<file path="src/rtl/mem_stage.sv">
// Memory-access pipeline stage: latches the execute bundle, runs lw/sw over a
// req/ack handshake with a timeout, and presents a registered write-back bundle.
module mem_stage #(
   parameter int TIMEOUT = 16
) (
   input  logic        clk,
   input  logic        rst,
   input  logic        valid_i,
   input  logic [4:0]  ALUop_i,
   input  logic        WriteReg_i,
   input  logic [4:0]  WriteDataNum_i,
   input  logic [31:0] WriteData_i,
   input  logic [31:0] MemAddr_i,
   input  logic [31:0] StoreData_i,
   output logic        stall_o,
   output logic        mem_req_o,
   output logic        mem_we_o,
   output logic [31:0] mem_addr_o,
   output logic [31:0] mem_wdata_o,
   input  logic        mem_ack_i,
   input  logic [31:0] mem_rdata_i,
   output logic        wb_valid_o,
   output logic        WriteReg_o,
   output logic [4:0]  WriteDataNum_o,
   output logic [31:0] WriteData_o,
   output logic        err_o
);

   localparam int CW = $clog2(TIMEOUT);
   localparam logic [CW-1:0] CNT_LAST = CW'(TIMEOUT - 1);

   localparam logic [0:0] S_IDLE = 1'b0;
   localparam logic [0:0] S_BUSY = 1'b1;

   localparam logic [4:0] OP_LW = 5'b10100;
   localparam logic [4:0] OP_SW = 5'b10101;

   logic [0:0]    state_q, state_d;
   logic [CW-1:0] cnt_q, cnt_d;
   logic          req_q, req_d;
   logic          we_q, we_d;
   logic [31:0]   addr_q, addr_d;
   logic [31:0]   sdata_q, sdata_d;
   logic          wb_valid_q, wb_valid_d;
   logic          err_q, err_d;
   logic          wreg_q, wreg_d;
   logic [4:0]    wnum_q, wnum_d;
   logic [31:0]   wdata_q, wdata_d;
   logic          lat_lw_q, lat_lw_d;
   logic          lat_wreg_q, lat_wreg_d;
   logic [4:0]    lat_num_q, lat_num_d;

   logic is_lw, is_sw, is_mem, misaligned;

   assign is_lw      = (ALUop_i == OP_LW);
   assign is_sw      = (ALUop_i == OP_SW);
   assign is_mem     = is_lw | is_sw;
   assign misaligned = (MemAddr_i[1:0] != 2'b00);

   always_comb begin
      state_d    = state_q;
      cnt_d      = cnt_q;
      req_d      = req_q;
      we_d       = we_q;
      addr_d     = addr_q;
      sdata_d    = sdata_q;
      wb_valid_d = 1'b0;
      err_d      = 1'b0;
      wreg_d     = wreg_q;
      wnum_d     = wnum_q;
      wdata_d    = wdata_q;
      lat_lw_d   = lat_lw_q;
      lat_wreg_d = lat_wreg_q;
      lat_num_d  = lat_num_q;

      case (state_q)
         S_IDLE: begin
            if (valid_i) begin
               if (!is_mem) begin
                  wb_valid_d = 1'b1;
                  wreg_d     = WriteReg_i;
                  wnum_d     = WriteDataNum_i;
                  wdata_d    = WriteData_i;
               end else if (misaligned) begin
                  err_d      = 1'b1;
                  wb_valid_d = 1'b1;
                  wreg_d     = 1'b0;
                  wnum_d     = WriteDataNum_i;
                  wdata_d    = 32'd0;
               end else begin
                  state_d    = S_BUSY;
                  cnt_d      = '0;
                  req_d      = 1'b1;
                  we_d       = is_sw;
                  addr_d     = {MemAddr_i[31:2], 2'b00};
                  sdata_d    = StoreData_i;
                  lat_lw_d   = is_lw;
                  lat_wreg_d = WriteReg_i & is_lw;
                  lat_num_d  = WriteDataNum_i;
               end
            end
         end

         S_BUSY: begin
            // An ack on the final timeout edge still completes normally.
            if (mem_ack_i) begin
               state_d    = S_IDLE;
               req_d      = 1'b0;
               wb_valid_d = 1'b1;
               wnum_d     = lat_num_q;
               wreg_d     = lat_wreg_q;
               wdata_d    = lat_lw_q ? mem_rdata_i : 32'd0;
            end else if (cnt_q == CNT_LAST) begin
               state_d    = S_IDLE;
               req_d      = 1'b0;
               err_d      = 1'b1;
               wb_valid_d = 1'b1;
               wnum_d     = lat_num_q;
               wreg_d     = 1'b0;
               wdata_d    = 32'd0;
            end else begin
               cnt_d = cnt_q + 1'b1;
            end
         end

         default: state_d = S_IDLE;
      endcase
   end

   always_ff @(posedge clk) begin
      if (rst) begin
         state_q    <= S_IDLE;
         cnt_q      <= '0;
         req_q      <= 1'b0;
         we_q       <= 1'b0;
         addr_q     <= 32'd0;
         sdata_q    <= 32'd0;
         wb_valid_q <= 1'b0;
         err_q      <= 1'b0;
         wreg_q     <= 1'b0;
         wnum_q     <= 5'd0;
         wdata_q    <= 32'd0;
         lat_lw_q   <= 1'b0;
         lat_wreg_q <= 1'b0;
         lat_num_q  <= 5'd0;
      end else begin
         state_q    <= state_d;
         cnt_q      <= cnt_d;
         req_q      <= req_d;
         we_q       <= we_d;
         addr_q     <= addr_d;
         sdata_q    <= sdata_d;
         wb_valid_q <= wb_valid_d;
         err_q      <= err_d;
         wreg_q     <= wreg_d;
         wnum_q     <= wnum_d;
         wdata_q    <= wdata_d;
         lat_lw_q   <= lat_lw_d;
         lat_wreg_q <= lat_wreg_d;
         lat_num_q  <= lat_num_d;
      end
   end

   assign stall_o        = (state_q == S_BUSY);
   assign mem_req_o      = req_q;
   assign mem_we_o       = we_q;
   assign mem_addr_o     = addr_q;
   assign mem_wdata_o    = sdata_q;
   assign wb_valid_o     = wb_valid_q;
   assign err_o          = err_q;
   assign WriteReg_o     = wreg_q;
   assign WriteDataNum_o = wnum_q;
   assign WriteData_o    = wdata_q;

endmodule

</file>
<file path="config.mk">
export PLATFORM = sky130hd
export DESIGN_NAME = mem_stage
export DESIGN_NICKNAME = d
export VERILOG_FILES = /design/src/rtl/mem_stage.sv
export SDC_FILE = /design/constraint.sdc
export NUM_CORES = 1
export LEC_CHECK = 0
export ABC_AREA = 0
export CORE_ASPECT_RATIO = 0.5
export CORE_MARGIN = 2
export CORE_UTILIZATION = 39
export CTS_CLUSTER_DIAMETER = 50
export DETAILED_ROUTE_END_ITERATION = 8
export HOLD_SLACK_MARGIN = 0.05
export PLACE_DENSITY = 0.88
export RECOVER_POWER = 50
export SETUP_SLACK_MARGIN = 0.05
export SLEW_MARGIN = 20
export SYNTH_ARGS = -nofsm -noshare
export SYNTH_HDL_FRONTEND = slang
export SYNTH_SLANG_ARGS = --single-unit
export TNS_END_PERCENT = 100
</file>
<file path="constraint.sdc">
create_clock -name clk -period 2.25 [get_ports clk]
set_input_delay 0.45 -clock clk [delete_from_list [all_inputs] [get_ports clk]]
set_output_delay 0.45 -clock clk [all_outputs]
set_load 0.02 [all_outputs]
</file>
* After elaboration in Yosys (flattened, before gate mapping)
Index checks and enable logic that the tools add are counted.
** Storage, ports and cells
- Register bits :: 116
- Input bits :: 143
- Output and inout bits :: 107
- Logic and storage cells :: 80
** Operators by class
- $add $sub $neg :: 1
- Eq/ne operators :: 10
- Mux-type cells :: 46
- Bitwise operators :: 4
- Reduce and logical (&&, ||, !) cells :: 5
** Operator list (count)
- $mux 32 :: 6
- $pmux 32 s2 :: 1
- $mux 5 :: 5
- $mux 1 :: 22
- $mux 4 :: 5
- $eq 5x5->1 const B :: 2
- $ne 2x2->1 const B :: 5
- $pmux 1 s2 :: 5
- $pmux 5 s2 :: 1
- $pmux 4 s2 :: 1
- $reduce_and 4->1 :: 2
- $reduce_and 5->1 :: 1
- $add 4x1->4 const B :: 1
- $eq 4x4->1 const B :: 1
- $ne 3x2->1 const B :: 1
- $ne 3x3->1 const B :: 1
- $reduce_and 3->1 :: 1
- $not 1->1 :: 2
- $reduce_bool 2->1 :: 1
- $and 1x1->1 :: 1
- $or 1x1->1 :: 1

* Depth between registers and ports, before layout
- Depth in word-level cells :: 5
- Depth in mapped cells :: 8
- Mapped depth without buffers :: 5

* Least setup slack after synthesis
OpenSTA, ideal clock, no wires.
- Path kind :: register to register
- Start point :: register cnt_q[0]
- End point :: register wdata_q[10] (netlist: WriteData_o[10])
- Setup time :: 0.139 ns
- Arrival :: 1.557 ns
- Data required time :: 2.111 ns
- Slack :: 0.553 ns
- Cell stages (with the launch flop) :: 9
- Buffers on the path :: 3
- Period minus slack after synthesis :: 1.697 ns
- Cell sequence :: dfxtp_1 ha_1 and3_1 buf_4 o221a_2 buf_6 buf_6 nor2_2 nor3_2
** On the way
- Word-level cells in the longest chain between the ends :: 3
** RTL lines
- from (decl) :: line 39 : logic [CW-1:0] cnt_q, cnt_d;
- from (signal assigned) :: line 148 : cnt_q <= cnt_d;
- $eq 4x4->1 :: line 113 : end else if (cnt_q == CNT_LAST) begin
- $ne 3x2->1 (no line)
- $reduce_and 3->1 (no line)
- to (signal assigned) :: line 157 : wdata_q <= wdata_d;
- to (decl) :: line 48 : logic [31:0] wdata_q, wdata_d;
No other way between the ends.
A chain may end at the register's enable or synchronous reset.

* Worst setup path in the final report
- Start point :: register state_q (netlist: stall_o)
- End point :: output stall_o
** RTL lines
- from (decl) :: line 38 : logic [0:0] state_q, state_d;
- from (signal assigned) :: line 147 : state_q <= state_d;
- to (decl) :: line 15 : output logic stall_o,
No word-level cell between the ends.

==> flow_summary_export.csv <==
group,metric,value,unit
timing,min_period,2.12,ns
clock_tree,ctsResizeCount,0,
synth,synth_seq_cells,116,
setup_path,crit_chain,"clkdlybuf4s50_1",
setup_path,path_delay_family,"buffers and inverters",
clock_tree,cts_tree,"yes",
setup_path,crit_type,"reg -> out",
layout,nets,909,
clock_tree,cts_buffers,17,
grt,grt_max_degree,70,
route,vias,4781,
placement,dp_hpwl,10200,um
hold_path,min_path_cells,2,
power,p_int,0.00449,W
floorplanning,dieArea,0.0124,mm2
setup_path,slowest_stage,"clkdlybuf4s50_1",
run,maxCapViolCount,0,
clock_tree,clkSlewWorstSetupHoldPaths,0.05,ns
route,drt_first_pass_iters,5,
synth,synthTopCellsByArea,"dfxtp_1 (52%), nand2_1 (12%), a21oi_1 (7.8%)",
synth,synth_ff_type,"dfxtp_1",
layout,antenna_cells,0,
power,p_comb_share,11.5,%
grt,grt_use_total,23.7,%
timing,fin_setup_tns,0,ns
layout,syn_to_final_growth,72.2,%
grt,grt_pass1_vias,4701,
hold_path,hold_class,"reg -> reg",
placement,gp_congestion,0.801,
power,clkPwrFrac,51.0,%
layout,fillers,821,
timing,slew_headroom,54.0,%
power,p_seq_share,37.5,%
setup_path,end_kind,"primary output",
power,ir_drop,0.000627,V
timing,maxSlewViolCount,0,
layout,fin_cells,923,
timing,hold_violations,0,
synth,yosysTopAreaCellShare,51.7,%
setup_path,path_max_fanout,12,
placement,post-place-cells,891,
timing,max_clock_freq,471,MHz
placement,portBuffers,247,
setup_path,rr_worst_depth,6,
clock_tree,clockBufferDepth,2,
route,drc,0,
power,switching_share,21.5,%
synth,synth_top_area_cell,"dfxtp_1",
grt,grt_first_pass_wirelength,23000,um
timing,finalSetupViolCount,0,
power,powerDensity,740,mW/mm2
floorplanning,die_x,156,um
power,switching_power,0.00123,W
layout,drive_gt1_share,9.51,%
grt,overflow,0,
timing,period_share,94.3,%
layout,fin_area,0.00773,mm2
route,drt_wl_total,14900,um
clock_tree,postCtsSetupBuffers,0,
floorplanning,pin_count,250,
clock_tree,cts-root-buf,"clkbuf_16",
setup_path,path_depth,1,
floorplanning,rows,27,
synth,yosys_warnings,0,
synth,synth_edf_count,0,
layout,utilization,69.5,%
placement,placed_area,0.00711,mm2
synth,seq_area_frac_synth,51.7,%
timing,grt_setup_unrepaired,"false",
setup_path,cp-start-kind,"flip-flop",
route,wire_per_inst,16.2,um
clock_tree,htreeDepth,4,
synth,synthArstFlopShare,0,%
route,drt_iter0_drc,276,
grt,antenna_found_initial,0,
clock_tree,holdBufCountCts,0,
synth,syn_area_per_cell,8.48,um2
clock_tree,cts.sinks,116,
floorplanning,die_h,79.9,um
clock_tree,clk-insertion-delay-late,0.40,ns
synth,synth_cell_types,36,
timing,max_slew.worst_pin.slew,0.685,ns
setup_path,worstPathArrival,1.67,ns
power,leakage,2.83,nW
timing,hold_slack,0.448,ns
route,vias_per_cell,5.18,
setup_path,required,1.80,ns
status,status,"completed",
setup_path,worst-path-buf-inv,1,
floorplanning,start_util,40.4,%
route,antenna_left,0,
timing,clock_skew,0.00574,ns
synth,syn-instance-count,529,
synth,synth_area,0.00449,mm2
setup_path,crit_path_max_incr_delay,0.70,ns
floorplanning,core,0.0111,mm2
## cell usage in the layout, fill, tap and decap left out, types with 2 or more instances in the layout
master / instances
clkbuf_16: 17
clkbuf_1: 2
nor3_2: 10
clkbuf_8: 5
buf_4: 9
and3_1: 3
bufinv_16: 4
a221oi_1: 32
dfxtp_1: 116
nor2_1: 35
nand3b_1: 2
o32ai_1: 5
nor3_1: 31
a21oi_1: 70
nand2b_1: 4
a211oi_1: 4
clkinv_2: 4
conb_1: 2
clkdlybuf4s50_1: 214
nand2_1: 138
nor2_2: 11
nor2b_1: 3
dlygate4sd3_1: 32
buf_12: 5
## path summary, 6_finish.rpt
path                     to            from  slack (ns)
min reg2reg  mem_addr_o[27]  mem_addr_o[27]        0.45
max                 stall_o         stall_o        0.13
min          mem_addr_o[27]  mem_addr_o[27]        0.45
max reg2reg  WriteData_o[1]        cnt_q[0]        0.31
## stage by stage
| step | setup WS [ns] | power [W] |
|---|---|---|
| 3_3_place_gp | 0.127 | 0.00283 |
| 3_5_place_dp | 0.0625 | 0.00285 |
| 2_1_floorplan | 0.553 | 0.00243 |
| 5_1_grt | 0.0660 | 0.00590 |
| 6_report | 0.127 | 0.00572 |
| 4_1_cts | 0.126 | 0.00578 |
## synthesized netlist by cell type, drive strengths merged, types with 2 or more instances
master	number
buf	27
nand3	2
nor3	41
a21oi	70
nor2b	3
o21ai	2
a221oi	32
nand3b	2
clkbuf	19
dfxtp	116
and3	3
nand2b	4
o32ai	5
nand2	138
nor2	46
a211oi	4
## flip-flops by register name, summed over array words and instances (netlist names), 4 cells and up
| name | flops |
|---|---|
| WriteData_o | 32 |
| mem_wdata_o | 32 |
| cnt_q | 4 |
| mem_addr_o | 30 |
| WriteDataNum_o | 5 |
| lat_num_q | 5 |
## metal layers
layer | wire (um) | share of wire, % | GRT usage [%] | vias up
met5 | 0 | 0 | 0 | -
met4 | 550 | 3.7 | 13.2 | 0
met1 | 5650 | 38 | 23.9 | 2237
met2 | 7800 | 52 | 45.7 | 198
li1 | - | - | - | 2301
met3 | 918 | 6.2 | 5.70 | 45
## cell type report
cell class                 instances  area [um2]  area share (%)
sequential                       116        2320            30.0
clock inverter                     9         148            1.91
inverter                           1        3.75          0.0486
timing repair buffer             262        2640            34.2
multi-input combinational        367        1930            25.0
clock buffer                      23         498            6.44
tap                              145         181            2.35
## power by group through the flow
stage	Clock, W	Combinational [W]	Sequential (W)
after detailed placement	0	0.000660	0.00219
after floorplan	0	0.000175	0.00225
after global routing	0.00305	0.000702	0.00215
final	0.00292	0.000660	0.00214
after CTS	0.00297	0.000667	0.00214
after global placement	0	0.000648	0.00219
## cells by family (layout without fill, tap and decap cells)
group / after synthesis / count (layout) / share of synthesized area [%]
compound gates: 121 / 121 / 18.0
fa+ha+maj: 1 / 1 / 0.279
buf+inv: 47 / 295 / 5.19
flops: 116 / 116 / 51.7
other cells: 1 / 2 / 0.0836
simple gates: 243 / 243 / 24.7
Power figures use the tool's default switching activity.
